<file path="config.mk">
export PLATFORM = sky130hd
export DESIGN_NAME = key_scancode_fifo
export DESIGN_NICKNAME = d
export VERILOG_FILES = /design/src/rtl/key_scancode_fifo.sv
export SDC_FILE = /design/constraint.sdc
export NUM_CORES = 1
export LEC_CHECK = 0
export BUFFER_PORTS_ARGS = -buffer_cell sky130_fd_sc_hd__buf_2
export CAP_MARGIN = 20
export CELL_PAD_IN_SITES_DETAIL_PLACEMENT = 0
export CELL_PAD_IN_SITES_GLOBAL_PLACEMENT = 1
export CORE_MARGIN = 2
export CORE_UTILIZATION = 50
export CTS_CLUSTER_DIAMETER = 50
export DETAILED_ROUTE_END_ITERATION = 8
export PLACE_DENSITY = 0.77
export SKIP_LAST_GASP = 1
export SLEW_MARGIN = 25
export SYNTH_ARGS = -nofsm -noshare
export SYNTH_HDL_FRONTEND = slang
export SYNTH_SLANG_ARGS = --single-unit
</file>
<file path="constraint.sdc">
create_clock -name CLK -period 3.4 [get_ports CLK]
set_clock_uncertainty 0.2 [all_clocks]
set_input_delay 0.17 -clock CLK [delete_from_list [all_inputs] [get_ports CLK]]
set_output_delay 0.17 -clock CLK [all_outputs]
set_load 0.01 [all_outputs]
</file>
<file path="src/rtl/key_scancode_fifo.sv">
// Keyboard scancode FIFO: captures one entry per KEY_INTRPT pulse, first-word fall-through read side.
// Define KEY_SCANCODE_FIFO_E0_DROP_EN to discard the 8'hE0 extended prefix instead of storing it.
module key_scancode_fifo #(
   parameter int DEPTH = 8
) (
   input  logic                     CLK,
   input  logic                     RESET,
   input  logic                     KEY_INTRPT,
   input  logic [7:0]               KEY_SCANCODE,
   input  logic                     RD_EN,
   input  logic                     CLR_OVF,
   output logic [7:0]               DOUT,
   output logic                     EMPTY,
   output logic                     FULL,
   output logic [$clog2(DEPTH):0]   COUNT,
   output logic                     OVERFLOW,
   output logic                     IRQ
);

   localparam int AW = $clog2(DEPTH);
   localparam logic [AW:0]   FULL_CNT = (AW+1)'(DEPTH);
   localparam logic [AW:0]   CNT_ONE  = (AW+1)'(1);
   localparam logic [AW-1:0] PTR_ONE  = AW'(1);

   typedef enum logic {ARMED, WAIT_LOW} state_t;

   state_t          state;
   logic [7:0]      mem [DEPTH];
   logic [AW-1:0]   wr_ptr, rd_ptr;
   logic [AW:0]     count, count_nxt;
   logic            empty, full, overflow;
   logic            capture, push_req, do_push, do_pop, ovf_event;

   assign capture = (state == ARMED) && KEY_INTRPT;
`ifdef KEY_SCANCODE_FIFO_E0_DROP_EN
   assign push_req = capture && (KEY_SCANCODE != 8'hE0);
`else
   assign push_req = capture;
`endif

   // A pop at FULL frees the slot the simultaneous push lands in.
   assign do_pop    = RD_EN && !empty;
   assign do_push   = push_req && (!full || do_pop);
   assign ovf_event = push_req && full && !do_pop;

   always_comb begin
      count_nxt = count;
      case ({do_push, do_pop})
         2'b10:   count_nxt = count + CNT_ONE;
         2'b01:   count_nxt = count - CNT_ONE;
         default: count_nxt = count;
      endcase
   end

   always_ff @(posedge CLK) begin
      if (RESET) begin
         state    <= ARMED;
         wr_ptr   <= '0;
         rd_ptr   <= '0;
         count    <= '0;
         empty    <= 1'b1;
         full     <= 1'b0;
         overflow <= 1'b0;
      end else begin
         case (state)
            ARMED:    if (KEY_INTRPT)  state <= WAIT_LOW;
            WAIT_LOW: if (!KEY_INTRPT) state <= ARMED;
            default:  state <= ARMED;
         endcase
         if (do_push) wr_ptr <= wr_ptr + PTR_ONE;
         if (do_pop)  rd_ptr <= rd_ptr + PTR_ONE;
         count <= count_nxt;
         empty <= (count_nxt == '0);
         full  <= (count_nxt == FULL_CNT);
         if (ovf_event)    overflow <= 1'b1;
         else if (CLR_OVF) overflow <= 1'b0;
      end
   end

   // Storage is deliberately not reset.
   always_ff @(posedge CLK) begin
      if (do_push && !RESET) mem[wr_ptr] <= KEY_SCANCODE;
   end

   assign DOUT     = empty ? '0 : mem[rd_ptr];
   assign EMPTY    = empty;
   assign FULL     = full;
   assign COUNT    = count;
   assign OVERFLOW = overflow;
   assign IRQ      = ~empty;

endmodule

</file>
==> results.cfg <==
[run_status]
outcome = finished, final reports clean

[critical_path]
r2r-end = FULL
r2r_cells = 11
cp-endpoint = FULL
r2r-start = EMPTY
critPathRequiredTime_ps = 3440
critPathKind = flop to flop
path_max_fanout = 11
startpoint_type = flop
endpoint_kind = flop
ff2ff_setup_slack_ps = 560
critPathLaunch = EMPTY
arrival_ps = 2880

[sta]
maxSlewViolCount = 0
tns_ps = 0
rsz0062_at_grt = no
finalSetupViolCount = 0
fin_crit_sh_pct = 83.6
fin_ws_ps = 557
fmax_ghz = 0.352
worst_pin_slew_ps = 805
whs_ps = 41.2
period_needed_ps = 2840
maxSlewHeadroom_pct = 46.3
finalHoldViolCount = 0

[power]
power_per_cell_area_nw_per_um2 = 635
clkPwrFrac_pct = 33.4
comb_power_share_pct = 17.8
peakVddDrop_mv = 0.405
p_int_uw = 1860
seqPwrFrac_pct = 48.8
p_switching_uw = 602
p_leak_uw = 0.00138
netSwitchingFraction_pct = 24.5
power_uw = 2460

[finish]
antennaDiodeCount = 0
fill_cells = 497
drive_gt1_share_pct = 29.8
post-route-util_pct = 61.3
final_nets = 258
final_common_cell = edfxtp_1
syn_to_final_growth_pct = 18.8
layout_common_cells = edfxtp_1, buf_2, nor2_1

[route]
vias = 1751
highest_layer = met4
dr_wl_met3_um = 198
routed_wl_mm = 5.92
drcViolationCount = 0
met1_length_mm = 2.42
via_per_inst = 5.44
firstDrtPassIters = 4
drt_iter0_drc = 116
met2_length_mm = 3.23
ant_nets = 0
wire_per_inst_um = 18.4

[synth]
synth_top_area_share_pct = 59.0
ys_seq_elements = 81
synth_area_leaders = edfxtp_1, mux4_2, dfxtp_1, mux2i_1, nor2_1
syn-num-nets = 208
yosysSeqAreaShare_pct = 69.5
yosys_warnings = 0
yosysUniqueCellTypes = 32
syn_inst = 190
avgSynthCellArea_sq_um = 17.1
synthesis.area_sq_um = 3260
synth_top_area_cell = edfxtp_1

[floorplanning]
chipWidth_um = 84.7
design.core.area_sq_um = 6310
dieArea_sq_um = 7170
initial_core_util_pct = 51.6
fp-row-count = 29
ios = 29
die_height_um = 84.7

[placement]
dp_hpwl_mm = 3.87
numPortBuffers = 28
gp_congestion = 0.772
dp_slack_ps = 538

[global_routing]
grt_max_degree = 23
grt_pass1_vias = 1833
overflow = 0
grt_pass1_wl_mm = 9.32
antenna_found_initial = 0
grt_usage_pct = 17.8

[clocking]
cts_sinks = 81
numCtsBuffers = 9
cts_setup_buffers = 0
cts_buffer_depth = 2
clk_pin_slew_ps = 70
clock_latency_ps = 330
ctsResizeCount = 0
cts_tree = built
cts-root-buf = clkbuf_8
htree_levels = 3
ctsHoldBuffers = 11

[job]
drv_cap = 0

[hold_path]
hp-class = input port to flop
## power by group through the flow
stage	combinational (uW)	sequential (uW)	clock [uW]
floorplan	340	1180	0
global placement	419	1220	0
detailed placement	432	1220	0
CTS	445	1200	838
global route	482	1210	876
finish	438	1200	821
## area by class of cell
| class | instances | area (sq um) | share of cell area [%] |
|---|---|---|---|
| timing repair buffer | 49 | 325 | 8.41 |
| sequential | 81 | 2260 | 58.5 |
| tap | 77 | 96.3 | 2.49 |
| inverter | 4 | 15.0 | 0.388 |
| clock inverter | 5 | 103 | 2.65 |
| clock buffer | 11 | 141 | 3.65 |
| multi-input combinational | 95 | 926 | 23.9 |
## cell usage after synthesis
library cell  number
a21boi_2           1
a21oi_1            3
a31o_1             1
a31oi_1            1
a32oi_1            1
and2b_1            2
buf_1              2
buf_2              3
buf_4              1
buf_6              1
clkbuf_1           3
dfxtp_1           17
edfxtp_1          64
ha_1               5
inv_1              4
mux2i_1           10
mux4_2            16
nand2_1            6
nand2b_1           2
nand2b_4           1
nand3b_1           1
nor2_1            23
nor2b_1            3
nor4_1             2
nor4b_1            2
nor4b_2            2
nor4bb_1           1
o21ai_0            1
o32ai_2            1
or3_1              1
xnor2_1            4
xor2_1             5
## critical path: stages, from the launching register on
cell and delay, ps:
dfxtp_1 440, nand2b_4 220, a21boi_2 300, inv_1 110
ha_1 290, xor2_1 200, ha_1 200, a21oi_1 140
xor2_1 160, nor2_1 60, xnor2_1 220, nor4bb_1 210
## kinds of logic (layout without fill, tap and decap cells)
family	after synthesis	count (layout)	share of synthesized area (%)
buffers and inverters	14	69	2.08
DFF	81	81	69.5
xor gates and xnor gates	9	9	2.42
AOI/OAI and AO/OA	9	9	2.19
muxes	26	26	14.1
and+or+nand+nor	46	46	7.76
adders and majority gates	5	5	1.92
## flip-flops by register name, indices dropped and copies added, names as in the netlist, named ones only
signal	count
mem	64
COUNT	4
rd_ptr	3
wr_ptr	3
EMPTY	1
FULL	1
OVERFLOW	1
state	1
## stage by stage
| step | std cells | cell area (sq um) |
|---|---|---|
| floorplan | 190 | 3260 |
| global placement | 295 | 3510 |
| global route | 322 | 3870 |
| detailed placement | 295 | 3510 |
| CTS | 322 | 3870 |
| finish | 322 | 3870 |
## per-layer routing
metal | global-route usage, % | vias to the layer above
li1 | - | 822
met1 | 20.9 | 887
met2 | 31.9 | 34
met3 | 2.95 | 8
met4 | 8.37 | 0
met5 | 0 | -
## worst min-delay path by stage
stage | startpoint | to | slack, ps | cells past startpoint
finish | RESET | wr_ptr[1] | 40 | 2
global route | RESET | COUNT[3] | 70 | 2
CTS | RESET | OVERFLOW | 30 | 2
detailed placement | KEY_INTRPT | state | 210 | 2
global placement | KEY_INTRPT | state | 200 | 2
floorplan | RESET | FULL | 50 | 1
No activity file was read; power rests on OpenSTA's default activity.
